`config.mk`:
```
export PLATFORM = sky130hd
export DESIGN_NAME = kl10_edp_datapath
export DESIGN_NICKNAME = d
export VERILOG_FILES = /design/src/rtl/kl10_edp_datapath.sv
export SDC_FILE = /design/constraint.sdc
export NUM_CORES = 1
export LEC_CHECK = 0
export ABC_AREA = 1
export BUFFER_PORTS_ARGS = -buffer_cell sky130_fd_sc_hd__buf_2
export CAP_MARGIN = 20
export CORE_ASPECT_RATIO = 1.75
export CORE_MARGIN = 4
export CORE_UTILIZATION = 35
export DETAILED_ROUTE_END_ITERATION = 7
export PLACE_DENSITY = 0.58
export SYNTH_ARGS = -nofsm -noshare
export SYNTH_HDL_FRONTEND = slang
export SYNTH_SLANG_ARGS = --single-unit
```
`constraint.sdc`:
```
create_clock -name clk -period 6.6 [get_ports clk]
set_input_delay 1.32 -clock clk [delete_from_list [all_inputs] [get_ports clk]]
set_output_delay 1.32 -clock clk [all_outputs]
set_load 0.1 [all_outputs]
```
`src/rtl/kl10_edp_datapath.sv`:
```
// KL10 EBOX data path slice: AR/ARX/BR/BRX/MQ registers,
// ADA/ADB operand selection and the 38-bit AD adder/logic unit.
module kl10_edp_datapath #(
    parameter int WIDTH = 36
) (
    input  logic             clk,
    input  logic             reset,
    input  logic [WIDTH-1:0] cache_data,
    input  logic [WIDTH-1:0] ebus_in,
    input  logic [WIDTH-1:0] sh,
    input  logic [3:0]       ad_fn,
    input  logic [1:0]       ada_sel,
    input  logic [1:0]       adb_sel,
    input  logic [2:0]       ar_sel,
    input  logic             ar00_08_load,
    input  logic             ar09_17_load,
    input  logic             arr_load,
    input  logic             ar00_11_clr,
    input  logic             ar12_17_clr,
    input  logic             arr_clr,
    input  logic [1:0]       arx_sel,
    input  logic             arx_load,
    input  logic             br_sel,
    input  logic             brx_sel,
    input  logic [1:0]       mq_sel,
    input  logic             mq_en,
    input  logic             inh_cry_18,
    input  logic             spec_gen_cry_18,
    input  logic             ad_to_ebus_l,
    input  logic             ad_to_ebus_r,
    output logic [WIDTH-1:0] ar,
    output logic [WIDTH-1:0] arx,
    output logic [WIDTH-1:0] br,
    output logic [WIDTH-1:0] brx,
    output logic [WIDTH-1:0] mq,
    output logic [WIDTH+1:0] ad,
    output logic             ad_cry_out,
    output logic [WIDTH-1:0] ebus_out
);

    logic [35:0] a36, b36;
    logic [37:0] a_op, b_op;
    logic [37:0] x_op, y_op, lg_res;
    logic        arith, cin0, cin_l;
    logic [18:0] sum_r;
    logic [20:0] sum_l;
    logic [35:0] ar_src, ar_nx, arx_nx, mq_nx;
    logic [35:0] ld_mask, clr_mask;

    // Operand selection; shifts happen before sign extension
    always_comb begin
        a36 = '0;
        b36 = '0;
        unique case (ada_sel)
            2'd0: a36 = ar;
            2'd1: a36 = arx;
            2'd2: a36 = mq;
            2'd3: a36 = '0;
        endcase
        unique case (adb_sel)
            2'd0: b36 = br;
            2'd1: b36 = {br[34:0], 1'b0};
            2'd2: b36 = {ar[33:0], 2'b00};
            2'd3: b36 = '0;
        endcase
        a_op = {{2{a36[35]}}, a36};
        b_op = {{2{b36[35]}}, b36};
    end

    // AD function decode into adder operands or a logic result
    always_comb begin
        arith  = 1'b1;
        x_op   = a_op;
        y_op   = '0;
        cin0   = 1'b0;
        lg_res = '0;
        unique case (ad_fn)
            4'd0:  begin arith = 1'b0; lg_res = a_op; end
            4'd1:  begin arith = 1'b0; lg_res = b_op; end
            4'd2:  y_op = b_op;
            4'd3:  cin0 = 1'b1;
            4'd4:  y_op = a_op;
            4'd5:  begin y_op = ~b_op; cin0 = 1'b1; end
            4'd6:  begin x_op = a_op | ~b_op; cin0 = 1'b1; end
            4'd7:  begin arith = 1'b0; lg_res = a_op & b_op; end
            4'd8:  begin arith = 1'b0; lg_res = a_op | b_op; end
            4'd9:  begin arith = 1'b0; lg_res = a_op ^ b_op; end
            4'd10: begin arith = 1'b0; lg_res = ~a_op; end
            4'd11: y_op = '1;
            4'd12: begin arith = 1'b0; lg_res = '0; end
            4'd13: begin arith = 1'b0; lg_res = '1; end
            4'd14: begin y_op = b_op; cin0 = 1'b1; end
            4'd15: begin x_op = b_op; cin0 = 1'b1; end
        endcase
    end

    // Two chained half adders with controllable carry into bit 17
    always_comb begin
        sum_r = {1'b0, x_op[17:0]} + {1'b0, y_op[17:0]}
              + {18'b0, cin0};
        cin_l = spec_gen_cry_18 | (~inh_cry_18 & sum_r[18]);
        sum_l = {1'b0, x_op[37:18]} + {1'b0, y_op[37:18]}
              + {20'b0, cin_l};
        ad         = arith ? {sum_l[19:0], sum_r[17:0]} : lg_res;
        ad_cry_out = arith & sum_l[20];
        ebus_out   = {ad_to_ebus_l ? ad[35:18] : 18'b0,
                      ad_to_ebus_r ? ad[17:0]  : 18'b0};
    end

    // Next-state selection for AR, ARX and MQ
    always_comb begin
        ar_src = '0;
        arx_nx = arx;
        mq_nx  = mq;
        unique case (ar_sel)
            3'd0: ar_src = ar;
            3'd1: ar_src = cache_data;
            3'd2: ar_src = ad[35:0];
            3'd3: ar_src = ebus_in;
            3'd4: ar_src = sh;
            3'd5: ar_src = {ad[34:0], 1'b0};
            3'd6: ar_src = ad[37:2];
            3'd7: ar_src = '0;
        endcase
        ld_mask  = {{9{ar00_08_load}}, {9{ar09_17_load}},
                    {18{arr_load}}};
        clr_mask = {{12{ar00_11_clr}}, {6{ar12_17_clr}},
                    {18{arr_clr}}};
        ar_nx = ((ar & ~ld_mask) | (ar_src & ld_mask)) & ~clr_mask;
        if (arx_load) begin
            unique case (arx_sel)
                2'd0: arx_nx = arx;
                2'd1: arx_nx = cache_data;
                2'd2: arx_nx = ad[35:0];
                2'd3: arx_nx = mq;
            endcase
        end
        if (mq_en) begin
            unique case (mq_sel)
                2'd0: mq_nx = mq;
                2'd1: mq_nx = ad[35:0];
                2'd2: mq_nx = {mq[34:0], 1'b0};
                2'd3: mq_nx = '0;
            endcase
        end
    end

    // Register file update; reset overrides every load and clear
    always_ff @(posedge clk) begin
        if (reset) begin
            ar  <= '0;
            arx <= '0;
            br  <= '0;
            brx <= '0;
            mq  <= '0;
        end else begin
            ar  <= ar_nx;
            arx <= arx_nx;
            br  <= br_sel ? ar : br;
            brx <= brx_sel ? arx : brx;
            mq  <= mq_nx;
        end
    end

endmodule

```
# Word-level counts from Yosys, hierarchy flattened
# Cells that the tools add are included.
[classes]
addsub = 4
n_eq_ne = 34
mux = 13
bitwise = 18
n_reduce_logical = 11
[op_table]
columns = ["operator", "n"]
rows = [
  ["case mux 36 bit (4 select lines)", 2],
  ["case mux 36 bit (8 select lines)", 1],
  ["case mux 38 bit (7 select lines)", 1],
  ["case mux 36 bit (3 select lines)", 2],
  ["case mux 38 bit (4 select lines)", 1],
  ["bitwise AND 36 bit", 3],
  ["inverter 38 bit", 2],
  ["bitwise OR 38 bit", 2],
  ["case mux 38 bit (2 select lines)", 1],
  ["inverter 36 bit", 2],
  ["bitwise AND 38 bit", 1],
  ["2-to-1 mux 38 bit", 1],
  ["bitwise XOR 38 bit", 1],
  ["2-to-1 mux 18 bit", 2],
  ["bitwise OR 36 bit", 1],
  ["== test 4 bit (second input constant)", 8],
  ["adder 20 x 20 -> 21 bit", 1],
  ["adder 21 x 1 -> 21 bit", 1],
  ["adder 18 x 18 -> 19 bit", 1],
  ["adder 19 x 1 -> 19 bit", 1],
  ["== test 2 bit (second input constant)", 8],
  ["== test 4 x 3 -> 1 bit (second input constant)", 4],
  ["== test 3 bit (second input constant)", 4],
  ["== test 2 x 1 -> 1 bit (second input constant)", 4],
  ["15 further kinds", 25],
]
[totals]
ff_bits = 180
inputBits = 139
elab_cells = 85

# Longest topological paths before layout
# Gate-level depths: netlist (run 1).
[logic_depth]
depth_word = 15
depth_mapped = 37
ltp_nobuf = 36

# Least setup slack after synthesis (run 1)
# Ideal clock, no wire load.
[synth_timing]
path_type = "in2out"
startpoint = "input ad_fn[0]"
endpoint = "output ebus_out[30]"
arrival_time_ns = 7.288
required_ns = 5.280
slack_ns = -2.008
cell_stages = 35
n_path_buf = 1
path_cell_list = "inv_1 > nand2_1 > nor2_1 > nor2_1 > clkinv_1 > buf_2 > nor2_1 > o221ai_1 > fa_1 > inv_1 > fa_1 > inv_1 > nand3_1 > nand3_1 > nand2_1 > nand2_1 > nand2_1 > nand2_1 > nand2_1 > nand2_1 > a21oi_1 > o21bai_1 > fa_1 > fa_1 > nand3_1 > nand3_1 > nand2_1 > nand2_1 > nand2_1 > nand2_1 > nand2_1 > nand3_1 > nand2_2 > inv_1 > nor2_1"
[synth_between]
elab_chain_cells = 10
word_cells_on_any_way = 31
classes_between = "add/sub: 4; eq/ne: 15; mux: 6; bitwise: 2; reduce/logical: 4"
[synth_rtl]
columns = ["element", "line", "text"]
rows = [
  ["start: declaration", "11", "input logic [3:0] ad_fn,"],
  ["== test 4 bit / == test 4 x 2 -> 1 bit (equally long branches)", "77", "unique case (ad_fn)"],
  ["OR reduction 2 bit (no source line)", "-", ""],
  ["case mux 38 bit (4 select lines)", "77", ""],
  ["adder 18 x 18 -> 19 bit", "99", "sum_r = {1'b0, x_op[17:0]} + {1'b0, y_op[17:0]}"],
  ["adder 19 x 1 -> 19 bit", "100", "+ {18'b0, cin0};"],
  ["bitwise AND 1 bit", "101", "cin_l = spec_gen_cry_18 | (~inh_cry_18 & sum_r[18]);"],
  ["bitwise OR 1 bit", "101", ""],
  ["adder 21 x 1 -> 21 bit", "103", "+ {20'b0, cin_l};"],
  ["2-to-1 mux 38 bit *", "104", "ad = arith ? {sum_l[19:0], sum_r[17:0]} : lg_res;"],
  ["named net ad[30]", "36", "output logic [WIDTH+1:0] ad,"],
  ["2-to-1 mux 18 bit *", "106", "ebus_out = {ad_to_ebus_l ? ad[35:18] : 18'b0,"],
  ["end: declaration", "38", "output logic [WIDTH-1:0] ebus_out"],
]
# Mark *: on every way through the listed nets, which the timed path passes. The rest lies on a longest branch.

# Worst setup path after layout (run 1)
[layout_timing]
startpoint = "input adb_sel[1]"
endpoint = "output ebus_out[30]"
[layout_between]
elab_chain_cells = 12
word_cells_on_any_way = 21
classes_between = "add/sub: 4; eq/ne: 3; mux: 6; bitwise: 7; reduce/logical: 1"
[layout_rtl]
columns = ["element", "line", "text"]
rows = [
  ["start: declaration", "13", "input logic [1:0] adb_sel,"],
  ["== test 2 bit (tied with other cells)", "60", "unique case (adb_sel)"],
  ["case mux 36 bit (4 select lines) *", "60", ""],
  ["inverter 38 bit", "83, 84", ""],
  ["bitwise OR 38 bit", "84", "4'd6: begin x_op = a_op | ~b_op; cin0 = 1'b1; end"],
  ["case mux 38 bit (2 select lines)", "77", ""],
  ["adder 18 x 18 -> 19 bit", "99", ""],
  ["adder 19 x 1 -> 19 bit", "100", ""],
  ["bitwise AND 1 bit", "101", ""],
  ["bitwise OR 1 bit", "101", ""],
  ["adder 21 x 1 -> 21 bit", "103", ""],
  ["2-to-1 mux 38 bit *", "104", ""],
  ["2-to-1 mux 18 bit *", "106", ""],
]
# Mark *: on every way between the ends. The rest lies on a longest branch, timed or not.

==> results of run 1 <==
## Yosys cell counts, drive strengths merged (2+ instances only)
cell type,number
dfxtp,180
nor2,272
clkbuf,102
fa,4
nand4,9
clkinv,11
or2,18
nand3b,12
nor3,17
xor2,11
nand2,891
o2111ai,15
a22o,3
o22ai,6
a22oi,35
a31oi,32
o221ai,63
o21a,3
ha,126
a21oi,215
inv,271
a221oi,36
buf,46
nand3,133
o21ai,240
o21bai,2
o211ai,27
## what timing repair did
item	4_1_cts	5_1_grt
cloned	3	1
setup buffers	77	26
gates resized for setup	160	126
endpoints found under the setup margin	37	45
pin swaps	81	60
## registers in the layout, indices dropped and copies added, names as in the netlist
register  cells
mq           36
brx          36
ar           36
br           36
arx          36
## final cells by class
cell class / count / share of cell area, %
Clock buffer: 18 / 1.75
Inverter: 282 / 4.57
Tap cell: 588 / 3.00
Sequential cell: 180 / 14.7
Clock inverter: 14 / 0.566
Timing Repair Buffer: 731 / 23.6
Multi-Input combinational cell: 2176 / 51.8
## critical path: cells and delay by family
family	cells	cell delay (ps)
AO/OA/AOI/OAI	5	660
adder cells (fa/ha/maj)	3	990
buffers and inverters	9	850
AND/OR/NAND/NOR	19	1620
## kinds of logic (layout without fill, tap and decap cells)
family                   Yosys count  after routing  share of synthesized area [%]
AO/OA/AOI/OAI                    678            678                           24.2
XOR/XNOR                          11             11                          0.574
adder cells (fa/ha/maj)          130            130                           9.88
buffers and inverters            430           1045                           10.3
flip-flops                       180            180                           21.5
AND/OR/NAND/NOR                 1356           1357                           33.6
## power by group through the flow
stage | Combinational, mW | Sequential, mW | Clock, mW
final | 3.18 | 1.24 | 1.01
after global routing | 3.32 | 1.25 | 1.05
after CTS | 3.06 | 1.24 | 1.03
after detailed placement | 2.93 | 1.26 | 0
after global placement | 2.91 | 1.26 | 0
after floorplan | 1.45 | 1.71 | 0
## final timing paths
kind,startpoint,end,slack [ps],cells after the start
max,adb_sel[1],ebus_out[30],-180,36
min,brx[7],brx[7],500,2
max reg2reg,br[0],ar[34],1740,35
min reg2reg,brx[7],brx[7],500,2
## through the flow
stage                     instances  hold slack [ps]  setup WS (ps)
after floorplan                2785              920           -325
after global placement         3850              473           -620
after detailed placement       3852              482           -651
after CTS                      3962              503           -194
after global routing           3989              530           -398
final                          3989              499           -180
## routing by layer
metal,GRT usage (%),share of wire [%],up-vias
li1,-,-,10493
met1,38.2,38,10438
met2,57.4,50,1051
met3,4.09,6.6,234
met4,17.1,5.7,4
met5,0,0.031,-
==> flow_metrics.tcl, run 1 <==
set metrics [dict create \
    status "finished with violations" \
    failed_checks "setup timing" \
    setup_ws_ps -180 \
    power_leakage_nw 12.0 \
    setup_viol 30 \
    hold_viol_final 0 \
    clock.fmax_mhz 147 \
    maxCapViolCount 0 \
    period_needed_ps 6780 \
    post-route-cell-area_um2 24500 \
    critPathKind "primary input to output port" \
    start_kind "primary input" \
    synthArstFlopShare_pct 0 \
    htree_num_levels 4 \
    skew_ps 16.2 \
    cts_tree "yes" \
    fin_total_pwr_mw 5.44 \
    grt_pass1_vias 21668 \
    synth_nets 3054 \
    layout-area-overhead-vs-synth_pct 46.3 \
    fin_nets 3657 \
    grt_antenna_before_repair 2 \
    ios 394 \
    start_util_pct 35.6 \
    regArea_um2 3600 \
    num_vias 22220 \
    drt-initial-drc-count 1902 \
    cpMaxStageDelayCell "fa_2" \
    p_sw_mw 2.85 \
    ys_ff_latch 180 \
    grt_use_total_pct 32.5 \
    placement.io_buffers 393 \
    power_density_nw_per_um2 222 \
    syn_area_um2 16800 \
    cts_sinks 180 \
    ys_types 50 \
    final_common_cell "nand2_1" \
    rows 105 \
    synth_flop_cell "dfxtp_1" \
    grt_max_degree 60 \
    antenna_left 0 \
    tns_ps -2370 \
    ir_drop_v 0.000218 \
    crit_fanout 6 \
    clk_pin_slew_worst_paths_ps 80 \
    drtPass1Iterations 7 \
    rsz0062_at_grt "yes" \
    comb_power_share_pct 58.5 \
    dieArea_um2 51600 \
    endpoint_kind "output port" \
    synth.top_cell.area_share_pct 21.5 \
    internal-power_mw 2.59 \
    clock_path_buffers 2 \
    worstPathArrival_ps 5460 \
    numCtsBuffers 17 \
    pwr-share-seq_pct 22.9 \
    dpl-instance-area_um2 22000 \
    fill_cells 4680 \
    multi_input_area_um2 12700 \
    cp.required_ps 5280 \
    yosys.area.top_type "dfxtp_1" \
    post_drt_wl_per_cell_um 22.3 \
    power_frac_clock_pct 18.6 \
    slew_violations 0 \
    cpPeakStageDelay_ps 390 \
    routed_wl_um 88900 \
    grt_pass1_wl_um 131000 \
    die_w_um 173 \
    cts-root-buf "clkbuf_16" \
    die_h_um 298 \
    cpMostUsedCell "nand2_2" \
    fin_crit_sh_pct 103 \
    synth_edf_count 0 \
    hpwl_um 68300 \
    drcViolationCount 0 \
    diodes 0 \
    synth.area.top_cells "dfxtp_1 (21%), nand2_1 (19%), ha_1 (9.4%)" \
    final_layout_size_suffix_gt1_share_pct 31.7 \
    worstSkewPairLatency_ps 450 \
    cts_hold_buf 0 \
    final_cell_mix "nand2_1 (789), buf_2 (328), buf_4 (298)" \
    ys_seq_area_share_pct 21.5 \
    fin_util_pct 52.0 \
    synth_cells 2785 \
    vias_per_cell 5.57 \
    gp_congestion 1.01 \
    tightest_slew_ps 1130 \
    hp-class "flop to flop" \
    grt_overflow 0 \
    max_slew_margin_pct 24.6 \
    coreArea_um2 47200 \
    switching_share_pct 52.3 \
    avgSynthCellArea_um2 6.02 \
    yosysWarnings 0 \
]
No activity file was read; power rests on OpenSTA's default activity.
==> run 2, diff against run 1 <==
--- a/config.mk
+++ b/config.mk
@@ -12,5 +12,7 @@
 export CORE_MARGIN = 4
 export CORE_UTILIZATION = 35
+export CTS_CLUSTER_SIZE = 10
 export DETAILED_ROUTE_END_ITERATION = 7
+export GPL_ROUTABILITY_DRIVEN = 0
 export PLACE_DENSITY = 0.58
 export SYNTH_ARGS = -nofsm -noshare
==> constraint.sdc (replaced) <==
create_clock -name clk -period 6.6 [get_ports clk]
set_input_delay 1.32 -clock clk [delete_from_list [all_inputs] [get_ports clk]]
set_output_delay 1.32 -clock clk [all_outputs]
set_load 0.05 [all_outputs]
==> run 2 against run 1 <==
Compared with the run above: the flow still finishes with violations (setup timing); sequential cell count is the same; count of clock-buffer cells in the layout increased by 2; cell area down 5.1%; combinational power decreased by 25%; critical path type unchanged; non-clock buffer count shrank 60; largest cell class unchanged; routed wire length is 3.1% lower; worst hold slack improved by 1.2 ps.
==> flow_metrics.tcl, run 2 (synthesis gave the netlist of run 1 again) <==
set metrics [dict create \
    drt-initial-drc-count 2075 \
    status "finished with violations" \
    vias_per_cell 5.67 \
    cp.required_ps 5280 \
    cts-root-buf "clkbuf_16" \
    endpoint_kind "output port" \
    ir_drop_v 0.000190 \
    drcViolationCount 0 \
    hpwl_um 66200 \
    critPathKind "primary input to output port" \
    grt_antenna_before_repair 2 \
    rsz0062_at_grt "yes" \
    rows 105 \
    worstSkewPairLatency_ps 440 \
    top_layer_used "met4" \
    crit_fanout 19 \
    hold_ws_ps 501 \
    power_frac_clock_pct 23.1 \
    grt_pass1_wl_um 128000 \
    post_drt_wl_per_cell_um 21.9 \
    cpMaxStageDelayCell "fa_2" \
    tns_ps -527 \
    final_cell_mix "nand2_1 (803), buf_2 (348), nor2_1 (243), buf_4 (243), inv_1 (238)" \
    maxCapViolCount 0 \
    pwr-share-seq_pct 26.3 \
    layout-area-overhead-vs-synth_pct 38.8 \
    grt_use_total_pct 31.4 \
    clock_path_buffers 2 \
    final_common_cell "nand2_1" \
    cts_sinks 180 \
    ios 394 \
    wl_met3_um 6970 \
    num_vias 22266 \
    worstPathArrival_ps 5360 \
    setup_ws_ps -84.5 \
    grt_overflow 0 \
    slew_violations 0 \
    hp-class "flop to flop" \
    setup_viol 12 \
    power_density_nw_per_um2 203 \
    cpMostUsedCell "nand2_2" \
    period_needed_ps 6680 \
    skew_ps 12.2 \
    failed_checks "setup timing" \
    fin_crit_sh_pct 101 \
    antenna_left 0 \
    routed_wl_um 86200 \
    coreArea_um2 47200 \
    fin_nets 3597 \
    die_w_um 173 \
    p_sw_mw 2.19 \
    grt_max_degree 62 \
    placement.io_buffers 393 \
    fin_util_pct 49.4 \
    drt-met1-wl_um 31800 \
    cts_tree "yes" \
    power_leakage_nw 11.5 \
    internal-power_mw 2.55 \
    die_h_um 298 \
    start_util_pct 35.6 \
    final_layout_size_suffix_gt1_share_pct 28.9 \
    numCtsBuffers 17 \
    tightest_slew_ps 1120 \
    hold_viol_final 0 \
    grt_pass1_vias 21669 \
    dp_worst_setup_slack_ps -548 \
    max_slew_margin_pct 24.6 \
    met2_length_um 40500 \
    drtPass1Iterations 6 \
    dieArea_um2 51600 \
    switching_share_pct 46.2 \
    comb_power_share_pct 50.5 \
    fin_total_pwr_mw 4.73 \
    htree_num_levels 4 \
    cpPeakStageDelay_ps 400 \
    start_kind "primary input" \
    clock.fmax_mhz 150 \
    clk_pin_slew_worst_paths_ps 70 \
]
==> run 2: routing by layer <==
layer	track usage, %	vias up
li1	-	10356
met1	36.5	10350
met2	53.0	1215
met3	5.45	345
met4	20.0	0
met5	0	-
==> run 2: cell type report <==
cell class	instances	area (um2)
Inverter	282	1100
Antenna cell	1	2.50
Tap cell	588	736
Timing Repair Buffer	671	4870
Sequential cell	180	3600
Clock inverter	12	168
Clock buffer	20	447
Multi-Input combinational cell	2176	12400
Fill cell	4760	23900
==> run 2: power by group through the flow <==
stage | Clock (mW) | Combinational, mW | Sequential [mW]
finish | 1.10 | 2.39 | 1.25
detailed placement | 0 | 2.16 | 1.27
CTS | 1.11 | 2.24 | 1.24
floorplan | 0 | 1.10 | 1.46
global placement | 0 | 2.13 | 1.27
global route | 1.15 | 2.53 | 1.25
==> run 2: metrics by stage <==
step | std cells | instance area [um2]
5_1_grt | 3930 | 23300
4_1_cts | 3905 | 22400
6_report | 3930 | 23300
3_5_place_dp | 3841 | 21200
3_3_place_gp | 3839 | 21100
2_1_floorplan | 2785 | 17000
==> run 2: path summary, 6_finish.rpt <==
| check | end | slack (ps) | cells past startpoint | from |
|---|---|---|---|---|
| setup reg to reg | ar[34] | 1900 | 34 | br[0] |
| hold / removal | brx[18] | 500 | 2 | brx[18] |
| hold reg to reg | brx[18] | 500 | 2 | brx[18] |
| setup / recovery | ebus_out[30] | -80 | 31 | ada_sel[0] |
==> run 2: timing repair <==
| action | in CTS | in global routing |
|---|---|---|
| resized for setup | 116 | 162 |
| setup buffers | 32 | 18 |
| gates cloned | 0 | 3 |
| hold buffers | 0 | 0 |
| pin swaps | 50 | 72 |
| setup endpoints to repair | 37 | 39 |
==> run 2: worst max-delay path, delay by kind of cell <==
kind	cells	cell delay, ps
AOI/OAI and AO/OA	5	680
adders and majority gates	4	1290
buffers and inverters	5	570
and+or+nand+nor	17	1460
